==> config.mk <==
export PLATFORM = sky130hd
export DESIGN_NAME = ycr_tcm_mbank
export DESIGN_NICKNAME = d
export VERILOG_FILES = /design/src/rtl/ycr_tcm_mbank.sv
export SDC_FILE = /design/constraint.sdc
export NUM_CORES = 1
export LEC_CHECK = 0
export ABC_AREA = 1
export CORE_AREA = 2 2 191 193
export CTS_CLUSTER_DIAMETER = 60
export DETAILED_ROUTE_END_ITERATION = 8
export DIE_AREA = 0 0 193 195
export GPL_ROUTABILITY_DRIVEN = 0
export SETUP_SLACK_MARGIN = 0.15
export SYNTH_ARGS = -nofsm -noshare
export SYNTH_HDL_FRONTEND = slang
export SYNTH_SLANG_ARGS = --single-unit
==> constraint.sdc <==
create_clock -name clk -period 1.8 [get_ports clk]
set_input_delay 0.27 -clock clk [delete_from_list [all_inputs] [get_ports clk]]
set_output_delay 0.27 -clock clk [all_outputs]
set_load 0.01 [all_outputs]
==> src/rtl/ycr_tcm_mbank.sv <==
// Dual-port (imem/dmem) arbiter onto NUM_BANKS single-port SRAM banks with in-order responses.
// Optional macro YCR_TCM_RDREG_EN adds one output register stage on both response paths.
module ycr_tcm_mbank #(
  parameter int unsigned NUM_BANKS = 4,
  parameter int unsigned BANK_AW   = 9
) (
  input  logic                         clk,
  input  logic                         rst,
  input  logic                         imem_req,
  input  logic [31:0]                  imem_addr,
  output logic                         imem_req_ack,
  output logic [31:0]                  imem_rdata,
  output logic [1:0]                   imem_resp,
  input  logic                         dmem_req,
  input  logic                         dmem_cmd,
  input  logic [1:0]                   dmem_width,
  input  logic [31:0]                  dmem_addr,
  input  logic [31:0]                  dmem_wdata,
  output logic                         dmem_req_ack,
  output logic [31:0]                  dmem_rdata,
  output logic [1:0]                   dmem_resp,
  output logic [NUM_BANKS-1:0]         bank_csb,
  output logic [NUM_BANKS-1:0]         bank_web,
  output logic [NUM_BANKS*BANK_AW-1:0] bank_addr,
  output logic [NUM_BANKS*4-1:0]       bank_wmask,
  output logic [NUM_BANKS*32-1:0]      bank_din,
  input  logic [NUM_BANKS*32-1:0]      bank_dout
);
  localparam int unsigned BW  = $clog2(NUM_BANKS);
  localparam int unsigned BLO = BANK_AW + 2;
  localparam int unsigned BHI = BANK_AW + 1 + BW;

  localparam logic [1:0] RESP_NOTRDY = 2'd0;
  localparam logic [1:0] RESP_OK     = 2'd1;
  localparam logic [1:0] RESP_ER     = 2'd2;
  localparam logic       CMD_WR      = 1'b1;
  localparam logic [1:0] W_BYTE      = 2'd0;
  localparam logic [1:0] W_HWORD     = 2'd1;

  logic [BW-1:0]      i_bank, d_bank;
  logic [BANK_AW-1:0] i_word, d_word;
  logic               i_err, d_err, conflict, i_gnt, d_gnt, rr_ptr;
  logic [3:0]         d_wmask;
  logic [31:0]        d_din;
  logic [31:0]        dout_w [NUM_BANKS];

  logic               i1_vld, i1_err, d1_vld, d1_err, d1_rd;
  logic [BW-1:0]      i1_bank, d1_bank;
  logic [1:0]         d1_shift;
  logic [1:0]         i2_resp, d2_resp;
  logic [31:0]        i2_rdata, d2_rdata;

  logic unused_addr;
  assign unused_addr = ^{imem_addr[31:BHI+1], dmem_addr[31:BHI+1]};

  assign i_bank = imem_addr[BHI:BLO];
  assign d_bank = dmem_addr[BHI:BLO];
  assign i_word = imem_addr[BANK_AW+1:2];
  assign d_word = dmem_addr[BANK_AW+1:2];
  assign i_err  = (imem_addr[1:0] != 2'b00);

  for (genvar g = 0; g < NUM_BANKS; g++) begin : g_dout
    assign dout_w[g] = bank_dout[g*32 +: 32];
  end

  // dmem width decode: misalignment, byte mask and lane-replicated write data
  always_comb begin
    d_err   = 1'b0;
    d_wmask = 4'b1111;
    d_din   = dmem_wdata;
    case (dmem_width)
      W_BYTE: begin
        d_wmask = 4'b0001 << dmem_addr[1:0];
        d_din   = {4{dmem_wdata[7:0]}};
      end
      W_HWORD: begin
        d_err   = dmem_addr[0];
        d_wmask = 4'b0011 << {dmem_addr[1], 1'b0};
        d_din   = {2{dmem_wdata[15:0]}};
      end
      default: d_err = (dmem_addr[1:0] != 2'b00);
    endcase
  end

  // rr_ptr=0 favours dmem on a same-bank conflict
  assign conflict     = imem_req & dmem_req & (i_bank == d_bank);
  assign i_gnt        = ~rst & imem_req & (~conflict |  rr_ptr);
  assign d_gnt        = ~rst & dmem_req & (~conflict | ~rr_ptr);
  assign imem_req_ack = i_gnt;
  assign dmem_req_ack = d_gnt;

  always_comb begin
    bank_csb   = '1;
    bank_web   = '1;
    bank_addr  = '0;
    bank_wmask = '0;
    bank_din   = '0;
    for (int unsigned b = 0; b < NUM_BANKS; b++) begin
      if (i_gnt && !i_err && (i_bank == BW'(b))) begin
        bank_csb[b]                   = 1'b0;
        bank_addr[b*BANK_AW +: BANK_AW] = i_word;
        bank_wmask[b*4 +: 4]          = 4'b1111;
      end
      if (d_gnt && !d_err && (d_bank == BW'(b))) begin
        bank_csb[b]                   = 1'b0;
        bank_web[b]                   = (dmem_cmd != CMD_WR);
        bank_addr[b*BANK_AW +: BANK_AW] = d_word;
        bank_wmask[b*4 +: 4]          = d_wmask;
        bank_din[b*32 +: 32]          = d_din;
      end
    end
  end

  // grant -> SRAM read cycle -> registered response
  always_ff @(posedge clk) begin
    if (rst) begin
      rr_ptr   <= 1'b0;
      i1_vld   <= 1'b0;
      i1_err   <= 1'b0;
      i1_bank  <= '0;
      d1_vld   <= 1'b0;
      d1_err   <= 1'b0;
      d1_rd    <= 1'b0;
      d1_bank  <= '0;
      d1_shift <= 2'b00;
      i2_resp  <= RESP_NOTRDY;
      d2_resp  <= RESP_NOTRDY;
      i2_rdata <= '0;
      d2_rdata <= '0;
    end else begin
      if (conflict) rr_ptr <= ~rr_ptr;
      i1_vld   <= i_gnt;
      i1_err   <= i_err;
      i1_bank  <= i_bank;
      d1_vld   <= d_gnt;
      d1_err   <= d_err;
      d1_rd    <= (dmem_cmd != CMD_WR);
      d1_bank  <= d_bank;
      d1_shift <= dmem_addr[1:0];
      i2_resp  <= RESP_NOTRDY;
      d2_resp  <= RESP_NOTRDY;
      if (i1_vld) begin
        if (i1_err) begin
          i2_resp <= RESP_ER;
        end else begin
          i2_resp  <= RESP_OK;
          i2_rdata <= dout_w[i1_bank];
        end
      end
      if (d1_vld) begin
        if (d1_err) begin
          d2_resp <= RESP_ER;
        end else begin
          d2_resp <= RESP_OK;
          if (d1_rd) d2_rdata <= dout_w[d1_bank] >> {d1_shift, 3'b000};
        end
      end
    end
  end

`ifdef YCR_TCM_RDREG_EN
  always_ff @(posedge clk) begin
    if (rst) begin
      imem_resp  <= RESP_NOTRDY;
      dmem_resp  <= RESP_NOTRDY;
      imem_rdata <= '0;
      dmem_rdata <= '0;
    end else begin
      imem_resp  <= i2_resp;
      dmem_resp  <= d2_resp;
      imem_rdata <= i2_rdata;
      dmem_rdata <= d2_rdata;
    end
  end
`else
  assign imem_resp  = i2_resp;
  assign dmem_resp  = d2_resp;
  assign imem_rdata = i2_rdata;
  assign dmem_rdata = d2_rdata;
`endif

endmodule
==> results of run 1 <==
power by group through the flow:
| stage | Combinational [mW] | Clock [mW] | Sequential, mW |
|---|---|---|---|
| global route | 2.75 | 1.97 | 1.91 |
| global placement | 2.15 | 0 | 1.94 |
| floorplan | 0.878 | 0 | 1.96 |
| finish | 2.56 | 1.85 | 1.90 |
| detailed placement | 2.15 | 0 | 1.94 |
| CTS | 2.39 | 1.92 | 1.90 |
final cells by class:
type / count / area, um2
fill: 3545 / 20400
clock buffer: 10 / 239
timing repair buffer: 647 / 6350
clock inverter: 6 / 50.0
sequential: 80 / 1610
inverter: 134 / 543
multi-input combinational: 1021 / 5590
tap: 461 / 577
antenna: 8 / 20.0
cells by family (layout without fill, tap and decap cells):
logic type / after synthesis / count (layout)
AND/OR/NAND/NOR: 777 / 782
AO/OA/AOI/OAI: 239 / 239
buffers and inverters: 220 / 797
flip-flops: 80 / 80
other: 0 / 8
cells in the final DEF, fill, tap and decap left out, types with 18 or more instances in the layout:
master	instances
buf_12	30
nor2_1	123
a21oi_1	79
o22ai_1	26
nand2_1	365
nand2_2	34
inv_1	109
dfxtp_1	75
o21ai_0	113
nor2_2	39
buf_6	142
buf_4	110
nand3_1	102
clkdlybuf4s50_1	242
nor2_4	92
buf_2	99
inv_2	18
worst max path at each step:
stage / slack (ps) / cells after the start / end
floorplan: 280 / 9 / bank_wmask[0]
global placement: -1080 / 7 / bank_din[26]
detailed placement: -1060 / 7 / bank_din[26]
CTS: -210 / 10 / bank_addr[9]
global route: -250 / 10 / bank_addr[16]
finish: -190 / 9 / bank_din[95]
routing by layer:
metal	vias to the layer above	global-route usage (%)	part of all wire, %
li1	5335	-	-
met1	5141	24.4	36
met2	534	41.8	52
met3	76	3.22	7.1
met4	0	10.5	4.4
met5	-	0	0
worst min-delay path, stage by stage:
cell,delay [ps]
buf_6,100
inv_2,60
buf_4,110
nor2_1,30
per-stage QoR:
stage	total power, mW	instances	utilization, %	TNS [ps]
4_1_cts	6.21	2346	39.0	-13720
3_5_place_dp	4.09	2251	36.0	-155090
6_report	6.32	2367	42.4	-11710
5_1_grt	6.63	2367	42.4	-24190
3_3_place_gp	4.09	2251	36.0	-153970
2_1_floorplan	2.83	1316	-	0
what timing repair did:
item                       in CTS  in global routing
resized for setup            1019                262
cloned                         13                  1
pin swaps                      43                 27
setup buffers                  66                 12
setup endpoints to repair     190                207
flip-flops by register name, summed over array words and instances (netlist names), 2 cells and up:
signal / cells
d1_shift: 2
i1_bank: 2
d1_bank: 2
dmem_rdata: 32
imem_rdata: 32
dmem_resp: 2
imem_resp: 2
==> results.md, run 1 <==
- Synth Area in Compound Gates: 18.0%
- Ys flop type: dfxtp_1
- GRT overflow: 0
- Worst reg2reg path depth: 7
- IO Pins: 489
- Clock Path Buffers: 2
- Most frequent cell after synthesis: nand2_1
- First-pass DRT Iterations: 5
- Internal power: 4.04 mW
- Worst slew pin tran: 778 ps
- Slew headroom: 48.1%
- Critical Path Source Type: flop
- Pwr Density: 421 nW/um2
- Worst hold path cell count: 4
- Register bit count reported by yosys: 80
- Clk root buf: clkbuf_16
- Hold_ws: 257 ps
- Post-synth ARST share: 0%
- Period minus WS final: 1990 ps
- Share of cells above drive strength 1: 34.0%
- Largest family of logic cells by synthesized area: simple AND/OR/NAND/NOR gates
- Die X: 193 um
- Hold Vio Cnt, Final: 0
- Violated checks: setup timing
- Reg2Reg Capture Point: dmem_rdata[2]$_SDFFE_PP0P_
- Clk network pwr share: 29.3%
- Post-synthesis adder-cell area fraction: 0%
- Simple-gate share of the synthesized area: 45.5%
- Pleak: 6.98 nW
- Psw: 2.28 mW
- Reg-to-reg startpoint: d1_shift[1]$_SDFF_PP0_
- R2R Setup Slk: 240 ps
- Part of the power in registers: 30.1%
- Worst path bufs/invs: 5
- Slack of the critical path: -189 ps
- Mapped Area: 7170 um2
- Syn nets: 1547
- Initial antenna violation count: 8
- CP arrival: 1720 ps
- Yosys top cell by area: dfxtp_1
- Worst path max stage delay: 360 ps
- Post-DP Area: 12700 um2
- CTS tree: yes
- Max_cap viols: 0
- Largest net degree at the start of global routing: 66
- Hold Path Class: in -> reg
- Core Area: 35400 um2
- Synth top cells by count: nand2_1 (406), nor2_1 (240), inv_1 (121), o21ai_0 (115), nand3_1 (103)
- Sw Ratio: 36.1%
- Hold endpoint: i1_bank[0]$_SDFF_PP0_
- CP Max Fanout: 7
- Mean Syn Cell Area: 5.45 um2
- Hold wc startpoint: imem_addr[11]
- Drt wl/cell: 19.0 um
- CTS Sinks: 80
- Worst Path Required: 1530 ps
- Unique masters post-synth: 31
- Max Slew Vio Count: 0
- Initial drt markers: 505
- Synth area leaders: dfxtp_1 (22%), nand2_1 (21%), nor2_1 (13%), o21ai_0 (8.0%), nand3_1 (7.2%)
- Via density: 4.68
- Post-DP HPWL: 32.5 mm
- Hold_buf cts: 0
- Placement Setup Slack: -1060 ps
- Die footprint: 37600 um2
- Comb pwr share: 40.6%
- Crit path max-delay family: buffers and inverters
- Critical path type: reg -> out
- Final #Nets: 2124
- Synth top area share: 22.3%
- Worst-path cell with the longest stage delay: dfxtp_4
- H-tree Lvls: 3
- Post-route cell area: 15000 um2
- Skew-Pair Late Insertion Delay: 350 ps
- Max Clock Skew: 11.7 ps
- Rows: 69
- Gr usage total: 22.3%
- Die height: 195 um
- Post-synth EDFFs: 0
- ANT nets after route: 0
- Mapped Cells: 1316
- Final Setup Violations: 167
- Area grow syn2layout: 109%
- DRC errors left: 0
- CP Cell Sequence: nand3_4 > nand2_4 > inv_8 > nand3_4 > buf_12 > buf_12 > buf_6 > nor2_1 > buf_2
- Port Buf Inserts: 450
- Ys Warns: 0
- Outcome: finished with violations
- Seq/Total Area, Yosys: 22.3%
- CTS Buf Count: 9
- RSZ-0062 raised after global routing: yes
- Starting Density: 20.3%
- Period utilization: 110%
- First-pass GRT wire length: 64.1 mm
- XOR/XNOR Fraction of Synth Area: 0%
- Vias: 11.1k
- WL final: 44.9 mm
- Worst Setup End Kind: output pin
- Worst setup startpoint: rr_ptr$_SDFFE_PP0N_
- Vias in the first global route: 10.7k
- Mux cell area share after synthesis: 0%
- F_max: 503 MHz
- Max VDD drop: 0.000477 V
- Clock transition at the registers of the reported paths: 70 ps
Note: power is estimated with default switching activity, not from simulation.
==> run 2, diff against run 1 <==
==> constraint.sdc (replaced) <==
create_clock -name clk -period 1.8 [get_ports clk]
set_input_delay 0.27 -clock clk [delete_from_list [all_inputs] [get_ports clk]]
set_output_delay 0.27 -clock clk [all_outputs]
set_load 0.05 [all_outputs]
==> results.md, run 2 (synthesis gave the netlist of run 1 again) <==
- Outcome: finished with violations (unchanged)
- Violated checks: setup timing (unchanged)
- Gr usage total: 23.8% (was 22.3%)
- IO Pins: 489 (unchanged)
- R2R Setup Slk: 250 ps (was 240 ps)
- Core Area: 35400 um2 (unchanged)
- Overall Power: 6.88 mW (was 6.32 mW)
- Worst path bufs/invs: 6 (was 5)
- Slack of the critical path: -310 ps (was -189 ps)
- Placement Setup Slack: -642 ps (was -1060 ps)
- CTS Buf Count: 9 (unchanged)
- Rows: 69 (unchanged)
- Worst Path Required: 1530 ps (about the same)
- Worst reg2reg path depth: 10 (was 7)
- Die height: 195 um (unchanged)
- Reg2Reg Capture Point: dmem_rdata[0]$_SDFFE_PP0P_ (was dmem_rdata[2]$_SDFFE_PP0P_)
- DRC errors left: 0 (unchanged)
- CP Max Fanout: 9 (was 7)
- Via density: 4.69 (was 4.68)
- CP Cell Sequence: nand3_4 > nand2_4 > inv_8 > buf_6 > nand3_4 > buf_12 > buf_12 > buf_12 > nor2_4 > buf_12 (was nand3_4 > nand2_4 > inv_8 > nand3_4 > buf_12 > buf_12 > buf_6 > nor2_1 > buf_2)
- Vias: 11.0k (was 11.1k)
- F_max: 474 MHz (was 503 MHz)
- Critical path type: reg -> out (unchanged)
- Die footprint: 37600 um2 (unchanged)
- Worst Setup End Kind: output pin (unchanged)
- Commonest non-fill, non-tap cell in the layout: nand2_1 (unchanged)
- Initial antenna violation count: 8 (unchanged)
- H-tree Lvls: 3 (unchanged)
- WL final: 47.6 mm (was 44.9 mm)
- Worst-path cell with the longest stage delay: dfxtp_4 (unchanged)
- Final Setup Violations: 189 (was 167)
- Hold wc startpoint: imem_addr[11] (unchanged)
- Starting Density: 20.3% (unchanged)
- Slew headroom: 62.6% (was 48.1%)
- Worst hold path cell count: 4 (unchanged)
- Top Registers: dmem_rdata x32, imem_rdata x32 (unchanged)
- CTS tree: yes (unchanged)
- Clock transition at the registers of the reported paths: 70 ps (about the same)
- Clock Path Buffers: 2 (unchanged)
- Hold endpoint: i1_bank[0]$_SDFF_PP0_ (unchanged)
- Period minus WS final: 2110 ps (was 1990 ps)
- Period utilization: 117% (was 110%)
- Most frequent cells in the layout: nand2_1 (312), buf_12 (220), clkdlybuf4s50_1 (181), buf_4 (150), nor2_4 (138) (was nand2_1 (365), clkdlybuf4s50_1 (242), buf_6 (142), nor2_1 (123), o21ai_0 (113))
- Placed cell count: 2276 (was 2251)
- Initial drt markers: 604 (was 505)
- Die X: 193 um (unchanged)
- Skew-Pair Late Insertion Delay: 350 ps (about the same)
- Clk root buf: clkbuf_16 (unchanged)
- Pleak: 7.72 nW (was 6.98 nW)
- First-pass DRT Iterations: 5 (unchanged)
- RSZ-0062 raised after global routing: yes (unchanged)
- Hold Path Class: in -> reg (unchanged)
- Post-DP HPWL: 34.7 mm (was 32.5 mm)
- Cell Count, Final, Fillers Out: 2353 (was 2367)
- Final #Nets: 2110 (was 2124)
- Max Slew Vio Count: 0 (unchanged)
- Worst path max stage delay: 360 ps (about the same)
- Hold Vio Cnt, Final: 0 (unchanged)
- Multi-input gate area: 6110 um2 (was 5590 um2)
- Port Buf Inserts: 450 (unchanged)
- Critical Path Source Type: flop (unchanged)
- Crit path max-delay family: buffers and inverters (unchanged)
- Pwr Density: 390 nW/um2 (was 421 nW/um2)
- Fillers: 3246 (was 3545)
- GRT overflow: 0 (unchanged)
- Largest net degree at the start of global routing: 66 (unchanged)
- Worst slew pin tran: 560 ps (was 778 ps)
- Vias in the first global route: 11.2k (was 10.7k)
- CP most frequent cell: buf_12
- CTS Sinks: 80 (unchanged)
- First-pass GRT wire length: 67.9 mm (was 64.1 mm)
- CP arrival: 1840 ps (was 1720 ps)
- Max_cap viols: 0 (unchanged)
- Hold_buf cts: 0 (unchanged)
- Drt wl/cell: 20.2 um (was 19.0 um)
- Sequential cell area: 1610 um2 (about the same)
- Max VDD drop: 0.000387 V (was 0.000477 V)
- ANT nets after route: 0 (unchanged)
- Area grow syn2layout: 146% (was 109%)
- Max Clock Skew: 5.88 ps (was 11.7 ps)
- Reg-to-reg startpoint: d1_bank[0]$_SDFF_PP0_ (was d1_shift[1]$_SDFF_PP0_)
- Share of cells above drive strength 1: 39.3% (was 34.0%)
## run 2: cell types whose count changed in the layout (fill, tap and decap cells not counted), sizes merged
cell / change
clkdlybuf4s50: -61
buf: +31
dlygate4sd2: +19
nor2: -4
clkbuf: +3
dlymetal6s2s: -2
clkdlybuf4s15: +1
clkinv: -1
clkinvlp: +1
nand3: -1
## run 2: final cells by class
| class | instances | area share, % |
|---|---|---|
| Multi-Input combinational cell | 1016 | 34.7 |
| Timing Repair Buffer | 638 | 48.1 |
| Inverter | 134 | 3.07 |
| Tap cell | 461 | 3.27 |
| Antenna cell | 8 | 0.114 |
| Clock buffer | 10 | 1.30 |
| Sequential cell | 80 | 9.14 |
| Clock inverter | 6 | 0.298 |
## run 2: how the worst max path moves through the flow
stage / depth (start not counted) / slack (ps) / start / to
CTS: 10 / -290 / rr_ptr$_SDFFE_PP0N_ / bank_din[33]
finish: 10 / -310 / rr_ptr$_SDFFE_PP0N_ / bank_din[44]
global route: 10 / -370 / rr_ptr$_SDFFE_PP0N_ / bank_din[44]
floorplan: 10 / -180 / imem_addr[11] / bank_din[107]
detailed placement: 7 / -640 / dmem_width[0] / bank_din[62]
global placement: 7 / -640 / dmem_width[0] / bank_din[126]
## run 2: per-layer routing
layer | track usage [%] | part of all wire (%)
met5 | 0 | 0
met4 | 9.37 | 4.3
met3 | 5.63 | 7.9
met2 | 44.0 | 52
met1 | 25.9 | 36
## run 2: per-stage QoR
stage / TNS, ps / hold slack, ps / utilization (%) / cell area, um2
2_1_floorplan: -17450 / 337 / - / 7600
3_3_place_gp: -83310 / 424 / 42.9 / 15200
3_5_place_dp: -84550 / 433 / 42.9 / 15200
4_1_cts: -35660 / 247 / 47.9 / 16900
5_1_grt: -46900 / 270 / 49.8 / 17600
6_report: -33290 / 278 / 49.8 / 17600
## run 2: worst reg2reg max path: stages, from the launching register on
cell	delay, ps
dfxtp_4	430
inv_4	80
buf_12	170
nand2_1	70
nand3_1	100
nand3_1	110
nand2_1	120
nand2_1	160
nand3_1	90
nand2_1	70
inv_1	50
## run 2: timing repair
action | 4_1_cts | 5_1_grt
setup endpoints to repair | 215 | 201
setup buffers | 29 | 8
pin swaps | 30 | 33
gates resized for setup | 329 | 121
gates cloned | 12 | 4
## run 2: power breakdown
part	switching (mW)	total [mW]	internal, mW
logic	1.84	3.16	1.32
clock network	0.869	1.83	0.957
registers	0.0498	1.90	1.85
total	2.76	6.88	4.13
==> patch 1: new RTL, flow settings as in run 2 <==
The option `YCR_TCM_RDREG_EN` is turned on by a define.
--- a/src/rtl/ycr_tcm_mbank.sv
+++ b/src/rtl/ycr_tcm_mbank.sv
@@ -1,4 +1,6 @@
 // Dual-port (imem/dmem) arbiter onto NUM_BANKS single-port SRAM banks with in-order responses.
 // Optional macro YCR_TCM_RDREG_EN adds one output register stage on both response paths.
+`define YCR_TCM_RDREG_EN
+
 module ycr_tcm_mbank #(
   parameter int unsigned NUM_BANKS = 4,
Behaviour: not the same (a bounded check fails within 4 cycles, from zero or initial values and one cycle with rst high).
==> patch 1 against run 2 <==
The flow still finishes with violations (setup timing); routed wire length increased by 3.0%; combinational power decreased by 5%; register-to-register slack improved by 0.03 ns; hold slack got worse by 0.037 ns; sequential power increased by 82%; sequential cell count increased by 68; largest cell class unchanged; first-iteration DRC count increased by 39%; critical endpoint is now bank_addr[32]; worst setup slack improved by 0.0052 ns; power increased by 44%; critical path type unchanged; maximum frequency increased by 0.25%; synthesized area increased by 22%; clock power increased by 91%; cell area increased by 9.6%.
==> patch 1: results (changes against run 2) <==
- Status: finished with violations
- Failing checks: setup timing
- Drt wl/cell: 19.9 µm (-1.8%)
- Final worst slack: -0.305 ns (+0.00521 ns)
- Setup crit start: rr_ptr
- All-Layer GR Usage: 0.247 (+0.00880)
- Initial antenna violation count: 1 (-7)
- Vias per cell: 4.80 (+2.3%)
- Vias in the first global route: 12100 (+8.8%)
- Final Skew: 0.00851 ns (+0.00263 ns)
- Critical path peak fanout: 7 (-2)
- Share of post-route cells with drive strength above 1: 0.367 (-0.0255)
- H-tree depth: 4 (+1)
- Leakage: 8.47 nW (+9.7%)
- Gate Count Post-Synth: 1444 (+9.7%)
- Mux share of post-synthesis cell area: 0 (unchanged)
- Final wirelength: 49000 µm (+3.0%)
- Net Sw Frac: 0.345 (-0.0558)
- Async set or reset register ratio after synthesis: 0 (unchanged)
- Slew margin rel.: 0.582 (-0.0442)
- Area contributors post-synth: dfxtp_1 34%, nand2_1 17%, nor2_1 13%, inv_1 7.3%, nand3_1 6.6%
- CTS buffer count: 17 (+8)
- FF-to-FF End: d2_rdata[3]
- Post-synth top cells: 396 x nand2_1, 299 x nor2_1, 170 x inv_1
- Setup TNS Final: -39.78 ns (-6.48 ns)
- CP top delay family: simple AND/OR/NAND/NOR gates
- Largest net degree at the start of global routing: 71 (+7.6%)
- VDD IR max: 0.509 mV (+31%)
- Sequential-to-total area share from yosys stat: 0.338 (+0.115)
- Iter 0 DRT Violations: 838 (+39%)
- Post-Synth Adder-Cell Area: 0 (unchanged)
- Clock transition at path regs: 0.06 ns
- Placed cells: 2387 (+4.9%)
- Library cells used by synthesis: 29 (-6.5%)
- Layout fillers: 3141 (-3.2%)
- R2R Setup Slk: 0.28 ns (+0.03 ns)
- Post-DP HPWL: 36100 µm (+4.0%)
- Syn_nets: 1675 (+8.3%)
- Critical path endpoint: bank_addr[32]
- Worst-Skew Late Latency: 0.43 ns (+0.08 ns)
- Setup violations, final: 189 (unchanged)
- Nets: 2222 (+5.3%)
- First-pass GRT wire length: 71200 µm (+4.9%)
- Synth Area in Compound Gates: 0.132 (-0.0477)
- DRT Pass-1 Iters: 6 (+1)
- Hold Crit Class: primary input to flop
patch 1: cell count changes after synthesis, moves of 5 or more:
| cell | delta |
|---|---|
| nand2_1 | -10 |
| o21ai_0 | -35 |
| clkbuf_1 | -5 |
| inv_1 | +49 |
| nor2_1 | +59 |
| a22o_1 | +13 |
| o22ai_1 | +30 |
| nand3_1 | +13 |
| dfxtp_1 | +68 |
| buf_2 | +13 |
| a21oi_1 | -53 |
patch 1: worst min-delay path by stage:
stage | from | end | slack [ns]
after global placement | i2_resp[1] | imem_resp[1] | 0.39
after detailed placement | d2_resp[0] | dmem_resp[0] | 0.40
after global routing | imem_addr[11] | i1_bank[0] | 0.24
final | imem_addr[11] | i1_bank[0] | 0.24
after CTS | imem_addr[11] | i1_bank[0] | 0.22
after floorplan | dmem_cmd | d1_rd | 0.34
patch 1: timing repair:
action,4_1_cts,5_1_grt
pin swaps,70,36
buffers inserted,22,5
endpoints found under the setup margin,218,199
cloned,9,10
gates resized for setup,365,94
patch 1: worst register-to-register path: cells and delay by family (launching register included):
| kind | cells | cell delay (ns) |
|---|---|---|
| and+or+nand+nor | 7 | 0.67 |
| buffers and inverters | 3 | 0.42 |
| DFF | 1 | 0.39 |
patch 1: kinds of logic (layout without fill, tap and decap cells):
kind of cell    after synthesis  in the layout
simple gates                836            840
compound gates              194            194
buf+inv                     266            822
other cells                   0              2
flops                       148            148
patch 1: layout make-up:
class | count | area (µm²) | share of cell area
Multi-Input combinational cell | 1034 | 6310 | 0.327
Clock inverter | 15 | 163 | 0.00842
Inverter | 179 | 729 | 0.0378
Sequential cell | 148 | 2970 | 0.154
Timing Repair Buffer | 611 | 8130 | 0.421
Clock buffer | 17 | 425 | 0.0220
Antenna cell | 2 | 5.00 | 0.000259
Tap cell | 461 | 577 | 0.0299
patch 1: power groups by stage:
stage	registers, mW	clock network [mW]	logic [mW]
6_report	3.45	3.49	3.01
5_1_grt	3.45	3.70	3.19
4_1_cts	3.44	3.54	2.88
3_5_place_dp	3.52	0	2.64
3_3_place_gp	3.52	0	2.62
2_1_floorplan	3.64	0	1.15
patch 1: per-stage QoR:
step	cell area, µm²	util	setup slack [ns]
after floorplan	9210	-	-0.182
after global placement	16700	0.470	-0.660
after detailed placement	16700	0.470	-0.715
after global routing	19300	0.546	-0.368
after CTS	18700	0.528	-0.292
final	19300	0.546	-0.305
patch 1: metal layers:
metal	up-vias	wire, µm	global-route usage
met4	0	1850	0.0839
met2	554	25400	0.454
met1	5546	17400	0.268
met3	107	4370	0.0705
li1	5639	-	-
met5	-	0	0
==> patch 2: new RTL, settings of run 2 <==
Made on the original files. `BANK_AW`: 9 -> 8.
--- a/src/rtl/ycr_tcm_mbank.sv
+++ b/src/rtl/ycr_tcm_mbank.sv
@@ -3,5 +3,5 @@
 module ycr_tcm_mbank #(
   parameter int unsigned NUM_BANKS = 4,
-  parameter int unsigned BANK_AW   = 9
+  parameter int unsigned BANK_AW   = 8
 ) (
   input  logic                         clk,
Interface: changed (resized bank_addr); port bits go from 489 to 485. The function was not compared with the original's and may differ.
==> patch 2 against run 2 <==
Utilization fell by 0.54 points; cell area decreased by 1.1%; count of clock-buffer cells in the layout shrank 1; critical path depth stayed put; the run still ends with setup timing left; global-route usage shrank 0.40 points; routed wire length is 0.58% lower; synthesized area is 0.93% higher; power up 1.8%; highest routed layer is now met5; worst setup slack better by 0.11 ns; sequential cell count unchanged.
==> patch 2: results (changes against run 2) <==
- Setup violations, final: 183 (-3.2%)
- Sequential-to-total area share from yosys stat: 0.221 (-0.00205)
- Worst-margin pin slew: 0.716 ns (+0.156 ns)
- Placed cells: 2236 (-1.8%)
- Multi-input combinational area share: 0.352 (+0.00503)
- Pre-CTS WS: -1.05 ns (-0.407 ns)
- Syn_nets: 1540 (-0.45%)
- Layout fillers: 3241 (-0.15%)
- Met1 Usage GRT: 0.249 (-0.0106)
- Logic pwr share: 0.460 (about the same)
- Final worst slack: -0.199 ns (+0.111 ns)
- Met2 Resource Use GR: 0.435 (-0.00491)
- # port buffers: 444 (-1.3%)
- Layout clock buffers: 9 (-1)
- Area of the multi-input gates: 6130 µm² (+0.35%)
- Post-synth top cells: 401 x nand2_1, 232 x nor2_1, 128 x inv_1
- Clk pwr share: 0.270 (+0.005)
- Vias per cell: 4.66 (-0.71%)
- Critical path peak fanout: 7 (-2)
- First-pass GRT wire length: 67000 µm (-1.4%)
- Area taken by flip-flops and latches: 1610 µm² (about the same)
- Highest routed layer: met5
- Ant diodes: 4 (-4)
- Initial antenna violation count: 5 (-3)
- Placed instance area: 14800 µm² (-2.3%)
- Status: finished with violations
- Seq cells: 80 (unchanged)
- Vias in the first global route: 11000 (-1.8%)
- Max stage delay cell, worst path: clkbuf_16
- Total chip power: 7.01 mW (+1.8%)
- Drt wl/cell: 20.5 µm (+1.2%)
- Final wirelength: 47300 µm (-0.58%)
- Setup TNS Final: -23.78 ns (+9.51 ns)
- Failing checks: setup timing
- Final clock-cell share: 0.0173 (+0.00132)
- Met3 WL: 4190 µm (+12%)
- Nets: 2073 (-1.8%)
- Metal2 WL: 24900 µm (+0.23%)
- Non-clock buffering overhead: 0.474 (-0.00763)
- Critical path data arrival time: 1.73 ns (-0.11 ns)
- CP max stage delay: 0.25 ns (-0.11 ns)
[patch 2: cell count changes after synthesis, moves of 4 or more]
cell      change
clkbuf_1      -7
a21boi_0      +5
nor2_1        -8
nand3_1       +4
inv_2         -4
inv_1         +7
a21oi_1       -4
buf_2         +7
nand2_1       -5
o21ai_0       -4
[patch 2: repair_timing]
action / 4_1_cts / 5_1_grt
pin swaps: 38 / 29
setup endpoints to repair: 207 / 210
resized for setup: 337 / 101
setup buffers: 27 / 15
cloned: 9 / 5
[patch 2: worst paths after layout]
check | start | endpoint | slack (ns) | cells after the start
worst max register to register | d1_bank[0] | dmem_rdata[15] | 0.26 | 9
worst min register to register | d1_err | dmem_resp[0] | 0.44 | 1
worst max-delay path | dmem_width[0] | bank_din[47] | -0.20 | 10
worst min-delay path | imem_addr[10] | i1_bank[0] | 0.27 | 4
